[src/rtl/muldiv_ctrl_if.sv]
`default_nettype none
// ============================================================================
// Module   : muldiv_ctrl_if
// Brief    : EX-stage <-> M-extension sequencer handshake and operand bus.
// Revision : 1.0
// ============================================================================
interface muldiv_ctrl_if #(
   parameter int XLEN = 32
) ();
   logic            start;
   logic [2:0]      funct3;
   logic [XLEN-1:0] op_a;
   logic [XLEN-1:0] op_b;
   logic            flush;
   logic            stall;
   logic            done;
   logic [XLEN-1:0] result;

   modport master (
      output start, funct3, op_a, op_b, flush,
      input  stall, done, result
   );

   modport slave (
      input  start, funct3, op_a, op_b, flush,
      output stall, done, result
   );
endinterface
`default_nettype wire

[src/rtl/muldiv_ctrl.sv]
`default_nettype none
// ============================================================================
// Module   : muldiv_ctrl
// Brief    : RV32M iterative shift-add multiply / restoring divide sequencer.
//            Optional MULDIV_FAST_MUL_EN: single-cycle combinational multiply.
// Revision : 1.0
// ============================================================================
module muldiv_ctrl #(
   parameter int XLEN = 32
) (
   input  logic        clk,
   input  logic        rst_n,
   muldiv_ctrl_if.slave bus
);

   typedef enum logic [1:0] {
      S_IDLE = 2'd0,
      S_CALC = 2'd1,
      S_FIX  = 2'd2,
      S_DONE = 2'd3
   } state_t;

   localparam logic [2:0] C_MUL    = 3'b000;
   localparam logic [2:0] C_MULH   = 3'b001;
   localparam logic [2:0] C_MULHSU = 3'b010;
   localparam logic [2:0] C_MULHU  = 3'b011;
   localparam logic [2:0] C_DIV    = 3'b100;
   localparam logic [2:0] C_DIVU   = 3'b101;
   localparam logic [2:0] C_REM    = 3'b110;
   localparam logic [2:0] C_REMU   = 3'b111;

   localparam logic [XLEN-1:0] C_INT_MIN = {1'b1, {(XLEN-1){1'b0}}};

   state_t            state_q, state_d;
   logic [2:0]        f3_q, f3_d;
   logic [4:0]        cnt_q, cnt_d;
   logic [2*XLEN-1:0] acc_q, acc_d;
   logic [XLEN-1:0]   opd_q, opd_d;
   logic              neg_q, neg_d;
   logic              rneg_q, rneg_d;
   logic              done_q, done_d;
   logic [XLEN-1:0]   result_q, result_d;

   logic              w_accept;
   logic              w_a_sgn, w_b_sgn;
   logic              w_a_neg, w_b_neg;
   logic [XLEN-1:0]   w_mag_a, w_mag_b;
   logic              w_div_zero, w_ovf, w_early;
   logic [XLEN-1:0]   w_early_res;
   logic [XLEN:0]     w_mul_sum;
   logic [2*XLEN-1:0] w_mul_next;
   logic [XLEN:0]     w_trial;
   logic [2*XLEN-1:0] w_div_next;
   logic [2*XLEN-1:0] w_prod;
   logic [XLEN-1:0]   w_quo, w_rem;
   logic [XLEN-1:0]   w_fix_res;
`ifdef MULDIV_FAST_MUL_EN
   logic [2*XLEN-1:0] w_fast_prod;
`endif

   // Operand decode: magnitudes and sign flags for the incoming instruction
   always_comb begin
      w_accept    = (state_q == S_IDLE) && bus.start && !bus.flush;
      w_a_sgn     = (bus.funct3 == C_MULH) || (bus.funct3 == C_MULHSU) ||
                    (bus.funct3 == C_DIV)  || (bus.funct3 == C_REM);
      w_b_sgn     = (bus.funct3 == C_MULH) || (bus.funct3 == C_DIV) ||
                    (bus.funct3 == C_REM);
      w_a_neg     = w_a_sgn && bus.op_a[XLEN-1];
      w_b_neg     = w_b_sgn && bus.op_b[XLEN-1];
      w_mag_a     = w_a_neg ? (~bus.op_a + 1'b1) : bus.op_a;
      w_mag_b     = w_b_neg ? (~bus.op_b + 1'b1) : bus.op_b;
      w_div_zero  = (bus.op_b == '0);
      w_ovf       = ((bus.funct3 == C_DIV) || (bus.funct3 == C_REM)) &&
                    (bus.op_a == C_INT_MIN) && (bus.op_b == '1);
      w_early     = bus.funct3[2] && (w_div_zero || w_ovf);
      if (w_div_zero) begin
         w_early_res = bus.funct3[1] ? bus.op_a : '1;
      end else begin
         w_early_res = bus.funct3[1] ? '0 : bus.op_a;
      end
   end

`ifdef MULDIV_FAST_MUL_EN
   assign w_fast_prod = {{XLEN{1'b0}}, w_mag_a} * {{XLEN{1'b0}}, w_mag_b};
`endif

   // One iteration step: multiply keeps {hi, multiplier} and shifts right;
   // divide keeps {rem, quo} and shifts left with a 33-bit trial subtract.
   always_comb begin
      w_mul_sum  = {1'b0, acc_q[2*XLEN-1:XLEN]} +
                   (acc_q[0] ? {1'b0, opd_q} : {(XLEN+1){1'b0}});
      w_mul_next = {w_mul_sum, acc_q[XLEN-1:1]};
      w_trial    = acc_q[2*XLEN-1:XLEN-1] - {1'b0, opd_q};
      if (w_trial[XLEN]) begin
         w_div_next = {acc_q[2*XLEN-2:0], 1'b0};
      end else begin
         w_div_next = {w_trial[XLEN-1:0], acc_q[XLEN-2:0], 1'b1};
      end
   end

   // Sign correction and output select
   always_comb begin
      w_prod = neg_q  ? (~acc_q + 1'b1) : acc_q;
      w_quo  = neg_q  ? (~acc_q[XLEN-1:0] + 1'b1) : acc_q[XLEN-1:0];
      w_rem  = rneg_q ? (~acc_q[2*XLEN-1:XLEN] + 1'b1) : acc_q[2*XLEN-1:XLEN];
      case (f3_q)
         C_MUL:                     w_fix_res = w_prod[XLEN-1:0];
         C_MULH, C_MULHSU, C_MULHU: w_fix_res = w_prod[2*XLEN-1:XLEN];
         C_DIV, C_DIVU:             w_fix_res = w_quo;
         default:                   w_fix_res = w_rem;
      endcase
   end

   always_comb begin
      state_d  = state_q;
      f3_d     = f3_q;
      cnt_d    = cnt_q;
      acc_d    = acc_q;
      opd_d    = opd_q;
      neg_d    = neg_q;
      rneg_d   = rneg_q;
      done_d   = 1'b0;
      result_d = result_q;

      case (state_q)
         S_IDLE: begin
            if (w_accept) begin
               f3_d   = bus.funct3;
               neg_d  = w_a_neg ^ w_b_neg;
               rneg_d = w_a_neg;
               cnt_d  = '0;
               if (w_early) begin
                  result_d = w_early_res;
                  done_d   = 1'b1;
                  state_d  = S_DONE;
               end else if (bus.funct3[2]) begin
                  acc_d   = {{XLEN{1'b0}}, w_mag_a};
                  opd_d   = w_mag_b;
                  state_d = S_CALC;
               end else begin
`ifdef MULDIV_FAST_MUL_EN
                  acc_d   = w_fast_prod;
                  opd_d   = w_mag_a;
                  state_d = S_FIX;
`else
                  acc_d   = {{XLEN{1'b0}}, w_mag_b};
                  opd_d   = w_mag_a;
                  state_d = S_CALC;
`endif
               end
            end
         end
         S_CALC: begin
            acc_d = f3_q[2] ? w_div_next : w_mul_next;
            cnt_d = cnt_q + 5'd1;
            if (cnt_q == 5'd31) begin
               state_d = S_FIX;
            end
         end
         S_FIX: begin
            result_d = w_fix_res;
            done_d   = 1'b1;
            state_d  = S_DONE;
         end
         default: begin
            state_d = S_IDLE;
         end
      endcase

      // A squash abandons the operation without touching the visible result
      if (bus.flush) begin
         state_d  = S_IDLE;
         done_d   = 1'b0;
         result_d = result_q;
      end
   end

   always_ff @(posedge clk or negedge rst_n) begin
      if (!rst_n) begin
         state_q  <= S_IDLE;
         f3_q     <= '0;
         cnt_q    <= '0;
         acc_q    <= '0;
         opd_q    <= '0;
         neg_q    <= 1'b0;
         rneg_q   <= 1'b0;
         done_q   <= 1'b0;
         result_q <= '0;
      end else begin
         state_q  <= state_d;
         f3_q     <= f3_d;
         cnt_q    <= cnt_d;
         acc_q    <= acc_d;
         opd_q    <= opd_d;
         neg_q    <= neg_d;
         rneg_q   <= rneg_d;
         done_q   <= done_d;
         result_q <= result_d;
      end
   end

   assign bus.stall  = ((state_q == S_IDLE) && bus.start && !bus.flush) ||
                       (state_q == S_CALC) || (state_q == S_FIX);
   assign bus.done   = done_q;
   assign bus.result = result_q;

endmodule
`default_nettype wire

[src/flat_wrapper.sv]
// flat-port wrapper written by rule: the top's interface ports become plain ports
module muldiv_ctrl_flat 
#(
   parameter int XLEN = 32
)
  (clk, rst_n, bus_start, bus_funct3, bus_op_a, bus_op_b, bus_flush, bus_stall, bus_done, bus_result);
  muldiv_ctrl_if #(.XLEN(XLEN)) bus_i ();
  input  logic clk;
  input  logic rst_n;
  input wire logic [$bits(bus_i.start)-1:0] bus_start;
  input wire logic [$bits(bus_i.funct3)-1:0] bus_funct3;
  input wire logic [$bits(bus_i.op_a)-1:0] bus_op_a;
  input wire logic [$bits(bus_i.op_b)-1:0] bus_op_b;
  input wire logic [$bits(bus_i.flush)-1:0] bus_flush;
  output wire logic [$bits(bus_i.stall)-1:0] bus_stall;
  output wire logic [$bits(bus_i.done)-1:0] bus_done;
  output wire logic [$bits(bus_i.result)-1:0] bus_result;
  assign bus_i.start = bus_start;
  assign bus_i.funct3 = bus_funct3;
  assign bus_i.op_a = bus_op_a;
  assign bus_i.op_b = bus_op_b;
  assign bus_i.flush = bus_flush;
  assign bus_stall = bus_i.stall;
  assign bus_done = bus_i.done;
  assign bus_result = bus_i.result;
  muldiv_ctrl #(.XLEN(XLEN)) u_core (.clk(clk), .rst_n(rst_n), .bus(bus_i));
endmodule
[config.mk]
export PLATFORM = sky130hd
export DESIGN_NAME = muldiv_ctrl_flat
export DESIGN_NICKNAME = d
export VERILOG_FILES = /design/src/rtl/muldiv_ctrl_if.sv /design/src/rtl/muldiv_ctrl.sv /design/src/flat_wrapper.sv
export SDC_FILE = /design/constraint.sdc
export NUM_CORES = 1
export LEC_CHECK = 0
export CAP_MARGIN = 10
export CELL_PAD_IN_SITES_DETAIL_PLACEMENT = 1
export CELL_PAD_IN_SITES_GLOBAL_PLACEMENT = 1
export CORE_MARGIN = 2
export CORE_UTILIZATION = 48
export CTS_CLUSTER_DIAMETER = 30
export DETAILED_ROUTE_END_ITERATION = 7
export GPL_TIMING_DRIVEN = 0
export PLACE_DENSITY_LB_ADDON = 0.1
export SETUP_SLACK_MARGIN = 0.3
export SYNTH_ARGS = -nofsm -noshare
export SYNTH_HDL_FRONTEND = slang
export SYNTH_SLANG_ARGS = --single-unit
export TNS_END_PERCENT = 50
[constraint.sdc]
create_clock -name clk -period 6.3 [get_ports clk]
set_input_delay 1.26 -clock clk [delete_from_list [all_inputs] [get_ports clk]]
set_output_delay 1.26 -clock clk [all_outputs]
set_load 0.01 [all_outputs]
==> results of run 1 <==
[per-stage QoR]
| step | util [%] | setup TNS (ns) |
|---|---|---|
| 5_1_grt | 55.5 | 0 |
| 3_3_place_gp | 53.4 | -276.52 |
| 6_report | 55.5 | 0 |
| 4_1_cts | 55.5 | 0 |
| 2_1_floorplan | - | 0 |
| 3_5_place_dp | 53.5 | 0 |
[cell usage in the layout, fill, tap and decap left out, types with 42 or more instances in the layout]
master and n:
sky130_fd_sc_hd__nor2_1 285, sky130_fd_sc_hd__a21oi_1 239, sky130_fd_sc_hd__nand2_1 231, sky130_fd_sc_hd__o21ai_0 193
sky130_fd_sc_hd__dfrtp_1 141, sky130_fd_sc_hd__clkbuf_1 135, sky130_fd_sc_hd__clkdlybuf4s50_1 99, sky130_fd_sc_hd__xnor2_1 87
sky130_fd_sc_hd__xor2_1 87, sky130_fd_sc_hd__ha_1 75, sky130_fd_sc_hd__inv_1 61, sky130_fd_sc_hd__nor3_1 45
sky130_fd_sc_hd__a211oi_1 42
[path summary, 6_finish.rpt]
check,cells past startpoint,to,slack [ns]
max reg2reg,15,u_core.acc_q[57],1.13
min reg2reg,2,u_core.bus.result[17],0.47
max,15,u_core.acc_q[57],1.13
min in group asynchronous,1,u_core.acc_q[48],0.87
max in group asynchronous,2,u_core.state_q[1],4.55
min,2,u_core.bus.result[17],0.47
[power breakdown]
part           internal [mW]  switching (mW)
combinational           2.10            4.25
clock                  0.666           0.483
sequential              1.25           0.456
total                   4.01            5.19
[sequential cells by signal, indices dropped and copies added (netlist names)]
register	cells
u_core.bus.done	1
u_core.bus.result	32
u_core.acc_q	64
u_core.neg_q	1
u_core.state_q	2
u_core.rneg_q	1
u_core.opd_q	32
u_core.cnt_q	5
u_core.f3_q	3
[logic make-up after synthesis]
logic type / Yosys count / synth area share [%]
DFF: 141 / 23.0
xor gates and xnor gates: 174 / 9.93
and+or+nand+nor: 762 / 22.5
AOI/OAI and AO/OA: 735 / 29.6
adders and majority gates: 77 / 6.37
muxes: 42 / 2.96
buffers and inverters: 220 / 5.59
[worst reg2reg max path, stage by stage (launching register included)]
cell,delay [ns]
sky130_fd_sc_hd__dfrtp_1,0.34
sky130_fd_sc_hd__clkbuf_1,0.46
sky130_fd_sc_hd__inv_1,0.13
sky130_fd_sc_hd__ha_1,0.25
sky130_fd_sc_hd__fa_1,0.41
sky130_fd_sc_hd__nand2b_1,0.20
sky130_fd_sc_hd__a21oi_1,0.21
sky130_fd_sc_hd__o41ai_1,0.20
sky130_fd_sc_hd__o31a_1,0.39
sky130_fd_sc_hd__o21ai_1,0.48
sky130_fd_sc_hd__a31oi_2,0.33
sky130_fd_sc_hd__xor2_1,0.65
sky130_fd_sc_hd__clkbuf_1,0.50
sky130_fd_sc_hd__nand2_1,0.13
sky130_fd_sc_hd__o311ai_0,0.20
sky130_fd_sc_hd__a32o_1,0.26
[area by class of cell]
type                    instances  share of cell area [%]
repair buffers                101                    5.88
multi-input cells            1790                    62.6
well taps                     402                    2.87
clock buffers                  19                    2.47
inverters                      62                    1.33
flip-flops and latches        141                    20.2
diodes                          1                  0.0143
plain buffers                 158                    3.57
clock inverters                12                    1.07
[layer usage]
metal	up-vias	part of all wire [%]
met3	267	10
met5	-	0.036
li1	7957	-
met1	8944	40
met2	1169	43
met4	4	7.4
==> out/metrics.yaml, run 1 <==
timing:
  timing_worst_slew_pin_value_ns: 1.26
  min_period_ns: 5.17
  slew_headroom_pct: 15.4
  setup_ws_ns: 1.13
  hold_viol: 0
  setup_violations: 0
  timing.fmax_mhz: 194
  hold_ws_ns: 0.473
  timing.final.crit_share_pct: 82.0
  skew_ns: 0.0167
  final_max_slew_viol_count: 0
  rsz0062_at_grt: "no"
clock_tree:
  cts.path.max_buffers: 2
  root_buffer: "sky130_fd_sc_hd__clkbuf_16"
  clkLatencyLatePin_ns: 0.47
  clock_slew_at_the_register_clock_pins_of_the_worst_setup_and_hold_paths_ns: 0.07
  post_cts.resized_instances: 0
  cts_buffers: 17
  cts_tree: "done"
  cts.sink_count: 141
  h-tree-depth: 4
  cts-hold-fix-buffers: 0
  postCtsSetupRepairBufs: 0
grt:
  grt_use_met2_pct: 68.9
  grt.overflow.total: 0
  vias_in_the_first_global_route: 18200
  wire_length_of_the_first_global_routing_pass_um: 114000
  grt_antenna_before_repair: 3
  gr-max-usage-layer: "met2"
  globalRouteTotalUtil_pct: 45.3
  met3_usage_in_global_routing_pct: 9.31
  grt_use_met1_pct: 59.2
  grt_max_degree: 86
detailed_routing:
  initial_drt_markers: 2315
  drt_pass1_iterations: 6
  total_routed_length_um: 75800
  avgRoutedWirePerCell_um: 28.2
  via_count: 18300
  remaining_drc_errors: 0
  routed_via_count_divided_by_cell_count: 6.83
  antenna_violating_nets_post_route: 0
die:
  floorplan.die.height_um: 183
  fp.coreArea_um2: 31600
  row_count: 65
  die_area_um2: 33400
  floorplan.die.width_um: 183
  top_level_ports: 105
  initial_util_pct: 48.6
placed_design:
  port_buffers: 100
  dp_cells: 2654
  gpl.final_weighted_congestion: 1.02
  post-place-ws_ns: 0.865
  placement.cell_area_um2: 16900
  place_hpwl_um: 59800
worst_setup_path:
  worst-path-max-fanout: 10
  crit_path_top_delay_cell: "sky130_fd_sc_hd__xor2_1"
  critical_path_endpoint_category: "flop"
  crit_start: "u_core.acc_q[31]"
  slowest_delay_ns: 0.65
  critical_path.cell_chain: "clkbuf_1 > inv_1 > ha_1 > fa_1 > nand2b_1 > a21oi_1 > o41ai_1 > o31a_1 > o21ai_1 > a31oi_2 > xor2_1 > clkbuf_1 > nand2_1 > o311ai_0 > a32o_1"
  critPathMostFrequentCell: "sky130_fd_sc_hd__clkbuf_1"
  path_delay_family: "compound AO/OA/AOI/OAI gates"
  setup.worst_path.class: "reg2reg"
  worst-endpoint-arrival_ns: 5.58
  required_ns: 6.71
  timing.critical_path.buf_inv: 3
  setup.worst_path.start_class: "flop"
  worst_r2r_startpoint: "u_core.acc_q[31]"
yosys:
  synth-edff-count: 0
  yosys-top-cells-area: "sky130_fd_sc_hd__dfrtp_1 (23%), sky130_fd_sc_hd__a21oi_1 (7.8%), sky130_fd_sc_hd__nor2_1 (7.0%)"
  ys.flop_type: "sky130_fd_sc_hd__dfrtp_1"
  synth_seq_cells: 141
  netlist-cell-type-count: 84
  post-synth-top-count-cell: "sky130_fd_sc_hd__nor2_1"
  synth.yosys.warnings: 0
  synthesized_net_count: 2299
  async_flop_share_pct: 100
  seq_area_frac_synth_pct: 23.0
  synthDominantCellAreaShare_pct: 23.0
  netlist.top_cell.by_area: "sky130_fd_sc_hd__dfrtp_1"
  post_synth.cell_area_avg_um2: 7.14
  synthesis.instances: 2151
  synth.top_cells.by_count: "sky130_fd_sc_hd__nor2_1 (285), sky130_fd_sc_hd__a21oi_1 (239), sky130_fd_sc_hd__nand2_1 (231), sky130_fd_sc_hd__o21ai_0 (193), sky130_fd_sc_hd__dfrtp_1 (141)"
  mappedNetlistArea_um2: 15300
cells_and_area:
  final-seq-area_um2: 3530
  layout.cells.non_filler: 2686
  multi_input_area_um2: 11000
  area_growth_pct: 14.0
  drive_above_1_share_pct: 4.99
  num-fill-cells: 4107
  final_area_um2: 17500
  nets: 2419
job:
  max_cap_viols: 0
pwr:
  cellLeakagePower_nw: 7.07
  power_mw: 9.20
  power_density_nw_per_um2: 526
  vdd_drop_max_uv: 291
min_path:
  holdCritStartpoint: "u_core.bus.result[17]"
  worstHoldPathType: "reg2reg"
run_status:
  outcome: "finished, final reports clean"
Note: power is estimated with default switching activity, not from simulation.
==> run 2: changes to the inputs <==
--- a/config.mk
+++ b/config.mk
@@ -9,7 +9,7 @@
 export CELL_PAD_IN_SITES_DETAIL_PLACEMENT = 1
 export CELL_PAD_IN_SITES_GLOBAL_PLACEMENT = 1
 export CORE_MARGIN = 2
-export CORE_UTILIZATION = 48
+export CORE_UTILIZATION = 45
 export CTS_CLUSTER_DIAMETER = 30
 export DETAILED_ROUTE_END_ITERATION = 7
 export GPL_TIMING_DRIVEN = 0
==> constraint.sdc (replaced) <==
create_clock -name clk -period 5.3 [get_ports clk]
set_input_delay 1.06 -clock clk [delete_from_list [all_inputs] [get_ports clk]]
set_output_delay 1.06 -clock clk [all_outputs]
set_load 0.01 [all_outputs]
==> out/metrics.yaml, run 2 (synthesis results as in run 1) <==
run_status:
  outcome: "finished, final reports clean"  # unchanged
cells_and_area:
  max_flop_register: "u_core.acc_q"  # unchanged
  fin_util_pct: 52.5  # was 55.5%
  mostFrequentLayoutCells: "sky130_fd_sc_hd__nor2_1 (285), sky130_fd_sc_hd__a21oi_1 (239), sky130_fd_sc_hd__nand2_1 (231)"  # unchanged
  area_growth_pct: 14.7  # was 14.0%
  nets: 2419  # unchanged
  largest_reg_flops: 64  # unchanged
  drive_above_1_share_pct: 5.25  # was 4.99%
  layout.cells.most_common: "sky130_fd_sc_hd__nor2_1"  # unchanged
  layout.cells.non_filler: 2733  # was 2686
clock_tree:
  cts.path.max_buffers: 2  # unchanged
  cts_tree: "done"  # unchanged
  cts-hold-fix-buffers: 0  # unchanged
  clock_slew_at_the_register_clock_pins_of_the_worst_setup_and_hold_paths_ns: 0.07  # about the same
  h-tree-depth: 4  # unchanged
  postCtsSetupRepairBufs: 0  # unchanged
  cts_buffers: 17  # unchanged
  cts.sink_count: 141  # unchanged
  clkLatencyLatePin_ns: 0.47  # about the same
  root_buffer: "sky130_fd_sc_hd__clkbuf_16"  # unchanged
worst_setup_path:
  worst-r2r-setup-slack_ns: 0.48  # was 1.13 ns
  worst-endpoint-arrival_ns: 5.14  # was 5.58 ns
  worst_r2r_startpoint: "u_core.acc_q[31]"  # unchanged
  setup.worst_path.class: "reg2reg"  # unchanged
  timing.reg2reg.worst_path_depth: 15  # unchanged
  worst-path-max-fanout: 10  # unchanged
  setup.worst_path.start_class: "flop"  # unchanged
  critical_path_endpoint_category: "flop"  # unchanged
  required_ns: 5.62  # was 6.71 ns
  crit_start: "u_core.acc_q[31]"  # unchanged
  worstReg2RegEnd: "u_core.acc_q[52]"  # was u_core.acc_q[57]
die:
  floorplan.die.width_um: 189  # was 183 um
  row_count: 67  # was 65
  floorplan.die.height_um: 189  # was 183 um
  top_level_ports: 105  # unchanged
  die_area_um2: 35600  # was 33400 um2
  fp.coreArea_um2: 33500  # was 31600 um2
  initial_util_pct: 45.8  # was 48.6%
pwr:
  vdd_drop_max_uv: 322  # was 291 uV
  power.net_switching_mw: 6.18  # was 5.19 mW
  combPwrFrac_pct: 69.1  # was 69.0%
  power_density_nw_per_um2: 622  # was 526 nW/um2
  switching_share_pct: 56.5  # was 56.4%
  cellLeakagePower_nw: 7.10  # was 7.07 nW
  clock_power_share_pct: 12.5  # about the same
  pwr-share-seq_pct: 18.4  # was 18.6%
  power_report.internal_total_mw: 4.76  # was 4.01 mW
timing:
  setup_ws_ns: 0.480  # was 1.13 ns
  skew_ns: 0.0183  # was 0.0167 ns
  timing.final.crit_share_pct: 90.9  # was 82.0%
  slew_headroom_pct: 28.0  # was 15.4%
  rsz0062_at_grt: "no"  # unchanged
  timing.fmax_mhz: 207  # was 194 MHz
  min_period_ns: 4.82  # was 5.17 ns
  timing_worst_slew_pin_value_ns: 1.07  # was 1.26 ns
  hold_viol: 0  # unchanged
  fin_tns_setup_ns: 0  # unchanged
  setup_violations: 0  # unchanged
  final_max_slew_viol_count: 0  # unchanged
detailed_routing:
  drt_pass1_iterations: 6  # unchanged
  avgRoutedWirePerCell_um: 27.4  # was 28.2 um
  routed_via_count_divided_by_cell_count: 6.62  # was 6.83
  remaining_drc_errors: 0  # unchanged
  total_routed_length_um: 74800  # was 75800 um
  initial_drt_markers: 1771  # was 2315
  antenna_violating_nets_post_route: 0  # unchanged
  via_count: 18100  # was 18300
min_path:
  worstHoldPathType: "reg2reg"  # unchanged
  worstHoldEndpoint: "u_core.f3_q[0]"  # was u_core.bus.result[17]
  holdCritStartpoint: "u_core.f3_q[0]"  # was u_core.bus.result[17]
  min_delay_path_depth: 2  # unchanged
job:
  max_cap_viols: 0  # unchanged
placed_design:
  gpl.final_weighted_congestion: 0.999  # was 1.02
  post-place-ws_ns: 0.116  # was 0.865 ns
  place_hpwl_um: 59400  # was 59800 um
  port_buffers: 100  # unchanged
  dp_cells: 2700  # was 2654
grt:
  vias_in_the_first_global_route: 17800  # was 18200
  grt_antenna_before_repair: 4  # was 3
  met3_usage_in_global_routing_pct: 9.28  # was 9.31%
  globalRouteTotalUtil_pct: 41.5  # was 45.3%
  grt_use_met1_pct: 53.4  # was 59.2%
  wire_length_of_the_first_global_routing_pass_um: 111000  # was 114000 um
  gr-max-usage-layer: "met2"  # unchanged
  grt_use_met2_pct: 64.4  # was 68.9%
  grt.overflow.total: 0  # unchanged
  grt_max_degree: 78  # was 86
## run 2: cell type report
| type | instances | area [um2] |
|---|---|---|
| buffer | 158 | 627 |
| timing repair buffer | 101 | 1030 |
| sequential | 141 | 3530 |
| clock inverter | 13 | 178 |
| antenna | 1 | 2.50 |
| tap | 448 | 561 |
| multi-input combinational | 1790 | 11000 |
| fill | 4351 | 15900 |
| clock buffer | 19 | 453 |
| inverter | 62 | 233 |
## run 2: layer usage
metal,vias to the layer above,part of all wire [%]
met5,-,0.035
met1,8921,40
met2,996,44
met4,4,5.9
met3,218,9.6
li1,7953,-
## run 2: worst max-delay path, cell delays in order (launching register included)
cell,delay [ns]
sky130_fd_sc_hd__dfrtp_1,0.33
sky130_fd_sc_hd__clkbuf_1,0.46
sky130_fd_sc_hd__inv_1,0.14
sky130_fd_sc_hd__ha_1,0.23
sky130_fd_sc_hd__fa_1,0.41
sky130_fd_sc_hd__nand2b_1,0.18
sky130_fd_sc_hd__a21oi_1,0.22
sky130_fd_sc_hd__o41ai_2,0.17
sky130_fd_sc_hd__o31a_1,0.38
sky130_fd_sc_hd__o21ai_1,0.45
sky130_fd_sc_hd__a31oi_2,0.38
sky130_fd_sc_hd__xor2_4,0.45
sky130_fd_sc_hd__clkbuf_1,0.53
sky130_fd_sc_hd__nor2_1,0.12
sky130_fd_sc_hd__a21oi_1,0.14
sky130_fd_sc_hd__o21ai_0,0.09
## run 2: metrics by stage
step	hold slack, ns	area (um2)	power, mW
5_1_grt	0.513	17600	11.5
4_1_cts	0.487	17600	10.6
2_1_floorplan	0.447	15300	6.51
3_5_place_dp	0.472	16900	9.20
6_report	0.485	17600	10.9
3_3_place_gp	0.463	16900	8.97
## run 2: repair_timing
action                     in CTS  in global routing
pin swaps                       0                  0
gates resized for setup         1                  4
setup endpoints to repair      22                 22
## run 2: power by group through the flow
stage	clock, mW	sequential, mW	combinational (mW)
after floorplan	0	1.82	4.69
after global placement	0	1.96	7.01
after detailed placement	0	1.99	7.20
after CTS	1.36	1.98	7.27
after global routing	1.40	2.04	8.04
final	1.37	2.01	7.56
## run 2: worst max path at each step
stage,slack [ns],to
floorplan,1.56,u_core.bus.result[29]
global placement,-2.87,u_core.cnt_q[3]
detailed placement,0.12,u_core.acc_q[33]
CTS,0.37,u_core.acc_q[57]
global route,0.33,u_core.acc_q[33]
finish,0.48,u_core.acc_q[52]
